`src/rtl/common_types_pkg.sv`:
```
// common_types_pkg: shared enums for the datapath blocks.
package common_types_pkg;
  typedef enum logic [1:0] {IDLE, IACCESS, DACCESS} mem_arb_state_t;
endpackage

```
`src/rtl/memory_arbiter.sv`:
```
// memory_arbiter: shares one single-port RAM between the CPU instruction and data ports,
// alternating grants under contention and only reporting hits for requests that are unchanged.
module memory_arbiter
  import common_types_pkg::*;
#(
  parameter logic LAST_GRANT_INIT = 1'b0
) (
  input  logic        clk,
  input  logic        nrst,
  input  logic        iren,
  input  logic [31:0] iaddr,
  output logic [31:0] iload,
  output logic        iwait,
  input  logic        dren,
  input  logic [3:0]  dwen,
  input  logic [31:0] daddr,
  input  logic [31:0] dstore,
  output logic [31:0] dload,
  output logic        dwait,
  output logic        ram_ren,
  output logic [3:0]  ram_wen,
  output logic [31:0] ram_addr,
  output logic [31:0] ram_wdata,
  input  logic [31:0] ram_rdata,
  input  logic        ram_ready
);
  mem_arb_state_t state, next;
  logic        last;
  logic [31:0] addr_q, wdata_q;
  logic [3:0]  wen_q;
  logic        wr_q;
  logic        i_pend, d_pend, d_wr, ihit, dhit;
  assign i_pend = iren;
  assign d_wr   = |dwen;
  assign d_pend = dren | d_wr;
  always_ff @(posedge clk or negedge nrst)
    if (!nrst) begin
      state   <= IDLE;
      last    <= LAST_GRANT_INIT;
      addr_q  <= '0;
      wr_q    <= 1'b0;
      wen_q   <= '0;
      wdata_q <= '0;
    end else begin
      state <= next;
      if (state == IDLE && next != IDLE) begin
        last    <= next == DACCESS;
        addr_q  <= next == DACCESS ? daddr : iaddr;
        wr_q    <= next == DACCESS && d_wr;
        wen_q   <= dwen;
        wdata_q <= dstore;
      end
    end
  // last=0 means the instruction port was served most recently, so data wins a tie
  always_comb begin
    next = state;
    if (state == IDLE)
      next = d_pend && (!i_pend || !last) ? DACCESS : i_pend ? IACCESS : IDLE;
    else if (ram_ready)
      next = IDLE;
  end
  assign ram_addr  = {addr_q[31:2], 2'b00};
  assign ram_wdata = wdata_q;
  assign ram_ren   = state == IACCESS || (state == DACCESS && !wr_q);
  assign ram_wen   = state == DACCESS && wr_q ? wen_q : 4'b0000;
  assign ihit = state == IACCESS && ram_ready && iren && iaddr == addr_q;
  assign dhit = state == DACCESS && ram_ready && d_pend && daddr == addr_q && d_wr == wr_q &&
                (!wr_q || (dwen == wen_q && dstore == wdata_q));
  assign iwait = !ihit;
  assign iload = ihit ? ram_rdata : '0;
  assign dwait = d_pend && !dhit;
  assign dload = dhit && !wr_q ? ram_rdata : '0;
endmodule

```
`config.mk`:
```
export PLATFORM = sky130hd
export DESIGN_NAME = memory_arbiter
export DESIGN_NICKNAME = d
export VERILOG_FILES = /design/src/rtl/common_types_pkg.sv /design/src/rtl/memory_arbiter.sv
export SDC_FILE = /design/constraint.sdc
export NUM_CORES = 1
export LEC_CHECK = 0
export CORE_ASPECT_RATIO = 1.75
export CORE_MARGIN = 10
export CORE_UTILIZATION = 43
export CTS_CLUSTER_SIZE = 20
export DETAILED_ROUTE_END_ITERATION = 8
export MAX_ROUTING_LAYER = met4
export PLACE_DENSITY = 0.84
export RECOVER_POWER = 25
export SLEW_MARGIN = 25
export SYNTH_ARGS = -nofsm -noshare
export SYNTH_HDL_FRONTEND = slang
export SYNTH_SLANG_ARGS = --single-unit
```
`constraint.sdc`:
```
create_clock -name clk -period 5.6 [get_ports clk]
set_input_delay 1.4 -clock clk [delete_from_list [all_inputs] [get_ports clk]]
set_output_delay 1.4 -clock clk [all_outputs]
set_load 0.02 [all_outputs]
```
==> results.md, run 1 <==
- Clk_lat worst skew: between 0.3 and 0.4 ns
- GP Congestion: around 0.84
- Post-synthesis sequential area ratio: 35.52%
- Clk buf depth: 2
- Final period utilization: around 96%
- Adder-Cell Fraction of Synth Area: 0%
- Ys async rst share: 100.0%
- First-pass GRT wire length: 28.34 mm
- Vias in the first global route: 5116
- Highest clock rate: 185.3 MHz
- Reg2Reg Launch Point: state[0]
- Cell area after layout: between 8000 and 9000 um2
- Setup TNS after final layout: 0 ns
- Initial antenna violation count: 3
- Layout Nets: 876
- Vias per cell: 5.161
- WP data arrival: 4.00 ns
- Slowest CP cell: clkdlybuf4s50_1
- Synth Area in Compound Gates: 4.711%
- Peak VDD IR: 0.3048 mV
- Starting Density: 43.80%
- Die area: around 17000 um2
- Critical Path End Type: primary output
- Final hold slack: roughly 0.54 ns
- Hold path start: ram_wdata[14]
- Antenna-violating nets left: 0
- Tot GR Track Use: 22.93%
- Worst r2r dst: ram_wdata[17]
- Port Buffers: 269
- CP max stage delay: ~0.67 ns
- Drt total wl: 19.08 mm
- # IOs: 272
- Area Growth Syn to Fin: 57.77%
- RSZ-0062 raised after global routing: false
- PwrDens: 470.6 nW/um2
- Pins Over Slew Limit: 0
- Max-cap violations: 0
- Placed instance count: 863
- CP Launch Type: input pin
- Initial DRC count: 93
- DIE WIDTH: 102.1 um
- Fin. Hold Viols: 0
- Clk slew on worst S/H paths: 0.06 ns
- CTS tree: done
- P_leak: 3.151 nW
- EDFF count, synth: 0
- DP HPWL: between 15 and 20 mm
- Hold path depth: 1
- Largest net degree at the start of global routing: 73
- Outcome: complete, no violations
- Pre-antenna DRT Iters: 4
- Worst-margin pin slew: 0.9846 ns
- # rows: 52
- Tmin final: 5.398 ns
- Setup violators final: 0
- Post-Layout Cell Count: 883
- Main combinational cell family by area after synthesis: simple AND/OR/NAND/NOR gates
- Grt ovf: 0
- DIE HEIGHT: 163.7 um
- Synth top area share: a little over a third
- Post-synthesis xor/xnor area fraction: 17.27%
- Post-synthesis simple-gate area fraction: a little over a fifth
- Post-Syn Instances: between 500 and 600
- H-tree Lvls: 3
- Top cells by area, synth: dfrtp_1 36%, xnor2_1 9.0%, xor2_1 8.3%
- Crit Path Class: input pin to primary output
- Dpl cell area: 7692 um2
- FF+latch count, synth: 72
- Clk sinks: 72
- Post-synthesis mux area share: ~14%
- WL/cell: 21.61 um
- Hold Crit Class: flip-flop to flip-flop
- R2r setup slk: 3.61 ns
- Core region area: 11580 um2
- Hold Crit Endpoint: ram_wdata[14]
- Max FO, Critical Path: 32
- Post-CTS Setup Inserts: 0
- Root Driver: clkbuf_16
- Mapped Avg Cell Area: 10.08 um2
- Dominant cell type by area after synthesis: dfrtp_1
- Crit path cell chain: clkdlybuf4s50_1 > xnor2_2 > nand4_1 > nor4_1 > nand4_2 > buf_12 > nor3b_1 > clkdlybuf4s50_1
- Num CTS Buffers: 9
- Synth Flop Type: dfrtp_1
- Max transition margin: between 30% and 40%
- Worst endpoint required time: 4.20 ns
- Fraction of layout cells with a size suffix above 1: 8.468%
- Reg2reg path depth: 4
- Distinct cells, synth: 35
- Yosys warns: 0
- Worst Clk Skew: 0.005661 ns
- Most common cell on crit path: clkdlybuf4s50_1
- DRC Markers: 0
- DR vias: around 4.6k
- Syn Std Cell Area: 5072 um2
flip-flops by register name, summed over array words and instances, names as in the netlist:
| name | cells |
|---|---|
| last | 1 |
| state | 2 |
| wen_q | 4 |
| wr_q | 1 |
| addr_q | 32 |
| ram_wdata | 32 |
critical path, delay by kind of cell:
family	cells	cell delay, ns
buffers and inverters	3	1.35
AND/OR/NAND/NOR	4	1.00
XOR/XNOR	1	0.25
worst max-delay path by stage:
stage	startpoint	end	cells past startpoint
2_1_floorplan	dwen[0]	dload[18]	6
3_3_place_gp	daddr[5]	dload[29]	8
3_5_place_dp	daddr[5]	dload[28]	8
4_1_cts	iren	iload[15]	8
5_1_grt	dwen[1]	dload[18]	10
6_report	daddr[5]	dload[18]	8
final cells by class:
type	instances	area, um2
inverters	2	7.507
clock buffers	12	256.5
fillers	886	3578
well taps	135	168.9
flip-flops and latches	72	1803
diodes	4	10.01
multi-input cells	374	2925
repair buffers	280	2803
clock inverters	4	28.78
cells by family (layout without fill, tap and decap cells):
group | Yosys count | in the layout
flip-flops | 72 | 72
AND/OR/NAND/NOR | 161 | 161
other | 1 | 6
XOR/XNOR | 100 | 100
AO/OA/AOI/OAI | 45 | 45
multiplexers | 66 | 66
buffers and inverters | 58 | 298
metal layers:
metal  track usage (%)  up-vias  share of wire, %  routed length [um]
li1                  -     2168                 -                   -
met1             20.61     2120                33                6341
met2             41.89      235                53               10130
met3             8.291       34                11                2011
met4             9.343        0               3.2                 602
met5                 -        -                 0                   0
cells in the final DEF (no fill, tap or decap), types with 2 or more instances in the layout:
cell and instances:
xor2_1 48, nor3b_1 5, o21ai_0 27, buf_4 11, nand3_1 2, dfrtp_1 71, nand2_1 48, nor3b_2 27
clkinvlp_4 2, and3_1 4, clkdlybuf4s50_1 264, conb_1 2, dlymetal6s2s_1 3, nor3_1 3, clkbuf_8 2, or4_1 2
clkbuf_16 9, nor2b_1 3, o21ai_1 11, mux2i_1 34, nor4_1 12, a21oi_1 2, diode_2 4, xnor2_1 51
nand4_1 15, nand2b_1 3, nor2_1 2, mux2_1 32, and2_1 32, buf_12 2
report_power, final:
part	total, mW	leakage (nW)	switching (mW)	internal [mW]
Clock	0.545	0.135	0.221	0.324
Combinational	2.07	2.16	1.06	1.01
Sequential	1.15	0.859	0.356	0.791
repair_timing:
action,in CTS,in global routing
hold buffers,0,0
resized for setup,1,3
gates cloned,0,0
setup endpoints to repair,2,11
stage by stage:
| step | power, mW | setup WS (ns) | util, % |
|---|---|---|---|
| global route | 4.017 | 0.05179 | 69.08 |
| CTS | 3.821 | 0.04820 | 68.95 |
| global placement | 3.189 | 0.005557 | 66.42 |
| floorplan | 2.452 | 1.215 | - |
| finish | 3.766 | 0.2023 | 69.10 |
| detailed placement | 3.250 | -0.05127 | 66.42 |
Yosys cell counts (4+ instances only):
cell and number:
nor3b_2 27, nor3b_1 5, o21ai_0 27, dfrtp_1 72
nand2_1 48, nor4_1 12, clkbuf_1 11, nand4_1 15
and2_1 32, buf_4 33, and3_1 4, o21ai_1 11
buf_2 9, xor2_1 48, mux2i_1 34, mux2_1 32
xnor2_1 52
(Power assumes the default switching activity.)
==> run 2: changes to the inputs <==
Settings changed: HOLD_SLACK_MARGIN set to 0.12.
==> results of run 2 <==
Final layout, timing and power as in run 1 (identical DEF).
==> run 3: changes to the inputs <==
Settings changed: CAP_MARGIN set to 20, SETUP_SLACK_MARGIN set to 0.4.
==> results.md, run 3 (same netlist as run 1, synthesis figures left out) <==
- Outcome: complete, no violations
- Crit Path Class: input pin to primary output
- Pins Over Slew Limit: 0
- Grt ovf: 0
- DP HPWL: 16.01 mm
- Initial DRC count: 110
- Placed instance count: 863
- Critical Path End Type: primary output
- RSZ-0062 raised after global routing: false
- Dpl cell area: 7692 um2
- Area Growth Syn to Fin: 56.34%
- Reg2reg path depth: 4
- DR vias: 4557
- Num CTS Buffers: 9
- Worst-margin pin slew: 1.004 ns
- CP Launch Type: input pin
- Initial antenna violation count: 3
- Reg2Reg Launch Point: state[0]
- CTS tree: done
- Drt total wl: 19.10 mm
- Crit path cell chain: clkdlybuf4s50_1 > nor4_2 > buf_4 > mux2i_1 > nor3_1 > buf_4 > nand4_2 > buf_12 > nor3b_1 > dlygate4sd2_1
- CP startpoint: dwen[1]
- Setup TNS after final layout: 0 ns
- Hold path depth: 2
- Largest net degree at the start of global routing: 73
- Max transition margin: 33.07%
- Fin. Hold Viols: 0
- PwrDens: between 400 and 500 nW/um2
- GP Congestion: between 0.8 and 0.9
- # rows: 52
- Hold buffers post-CTS: 0
- Total chip power: around 3.8 mW
- H-tree Lvls: 3
- Clk buf depth: 2
- Most common cell after layout, fill and taps aside: clkdlybuf4s50_1
- Clk sinks: between 70 and 80
- # IOs: 272
- Vias in the first global route: a little over 5k
- R2r setup slk: about 3.6 ns
- Tot GR Track Use: 23.11%
- Clk_lat worst skew: 0.33 ns
- Multi-input logic area: between 2000 and 3000 um2
- Cell area after layout: 7930 um2
- Final hold slack: 0.5363 ns
- Worst setup margin: 0.5173 ns
- Worst r2r dst: ram_wdata[17]
- P_leak: between 3 and 4 nW
- WP data arrival: about 3.7 ns
- Clk slew on worst S/H paths: 0.06 ns
- Most frequent cells in the layout: 201 x clkdlybuf4s50_1, 71 x dfrtp_1, 59 x dlygate4sd2_1
- Core region area: 11580 um2
- Vias per cell: 5.155
- Worst Clk Skew: 0.005279 ns
- Antenna-violating nets left: 0
- Die area: 16710 um2
- First-pass GRT wire length: ~29 mm
- Starting Density: between 40% and 50%
- Setup violators final: 0
- Fraction of layout cells with a size suffix above 1: under 10%
- Tmin final: slightly above 5 ns
- WL/cell: 21.61 um
- Slowest CP cell: clkdlybuf4s50_1
- DRC Markers: 0
- Setup WS pre-CTS: -0.05127 ns
- Pre-antenna DRT Iters: 4
- Critical path capture point: dload[8]
- Most common cell on crit path: buf_4
- Max-cap violations: 0
- Fill cell count: just over 900
- CP max stage delay: 0.50 ns
- Max FO, Critical Path: 32
- Post-layout util: about two thirds
- Final period utilization: about nine tenths
- Worst endpoint required time: 4.20 ns
- Port Buffers: 269
- Peak VDD IR: 0.3040 mV
- Highest clock rate: 196.7 MHz
- DIE WIDTH: 102.1 um
- Post-Layout Cell Count: 884
- Post-CTS Setup Inserts: 0
- Seq. cell area: 1803 um2
- Root Driver: clkbuf_16
- DIE HEIGHT: 163.7 um
- Layout Nets: between 800 and 900
- Hold Crit Class: flip-flop to flip-flop
## run 3: cell count changes in the layout (fill, tap and decap cells not counted)
cell | previous run | this run
dlymetal6s2s_1 | 3 | 1
xnor2_1 | 51 | 50
xnor2_2 | 1 | 2
clkbuf_2 | 0 | 3
dlygate4sd2_1 | 0 | 59
nor4_1 | 12 | 10
dlygate4sd1_1 | 0 | 1
clkdlybuf4s50_1 | 264 | 201
clkdlybuf4s15_1 | 0 | 2
nor4_2 | 1 | 3
diode_2 | 4 | 5
## run 3: worst min path at each step
stage | from | endpoint | slack, ns
floorplan | wen_q[0] | wen_q[0] | 0.48
global placement | wen_q[2] | wen_q[2] | 0.49
detailed placement | wen_q[0] | wen_q[0] | 0.52
CTS | wen_q[0] | wen_q[0] | 0.54
global route | ram_wdata[14] | ram_wdata[14] | 0.56
finish | wen_q[0] | wen_q[0] | 0.54
## run 3: metal layers
layer / GRT usage, % / vias up / wire length, um
met1: 20.89 / 2116 / 6339
met5: - / - / 0
met3: 8.629 / 36 / 2056
met2: 41.92 / 235 / 10150
met4: 9.343 / 0 / 558
li1: - / 2170 / -
## run 3: final cells by class
type                       instances  area share (%)
tap                              135           2.130
sequential                        72           22.74
clock inverter                     4          0.3629
clock buffer                      12           3.234
inverter                           2         0.09467
multi-input combinational        374           37.14
timing repair buffer             280           34.14
antenna                            5          0.1578
## run 3: where the power goes
part / switching (mW) / internal (mW)
combinational: 1.06 / 1.01
sequential: 0.358 / 0.791
clock: 0.221 / 0.324
total: 1.64 / 2.13
## run 3: what timing repair did
action	CTS	global route
gates resized for setup	69	14
setup endpoints to repair	65	7
pin swaps	2	0
## run 3: critical path, delay by kind of cell
| family | cells | cell delay [ns] |
|---|---|---|
| buf+inv | 5 | 1.40 |
| mux | 1 | 0.09 |
| simple gates | 4 | 0.78 |
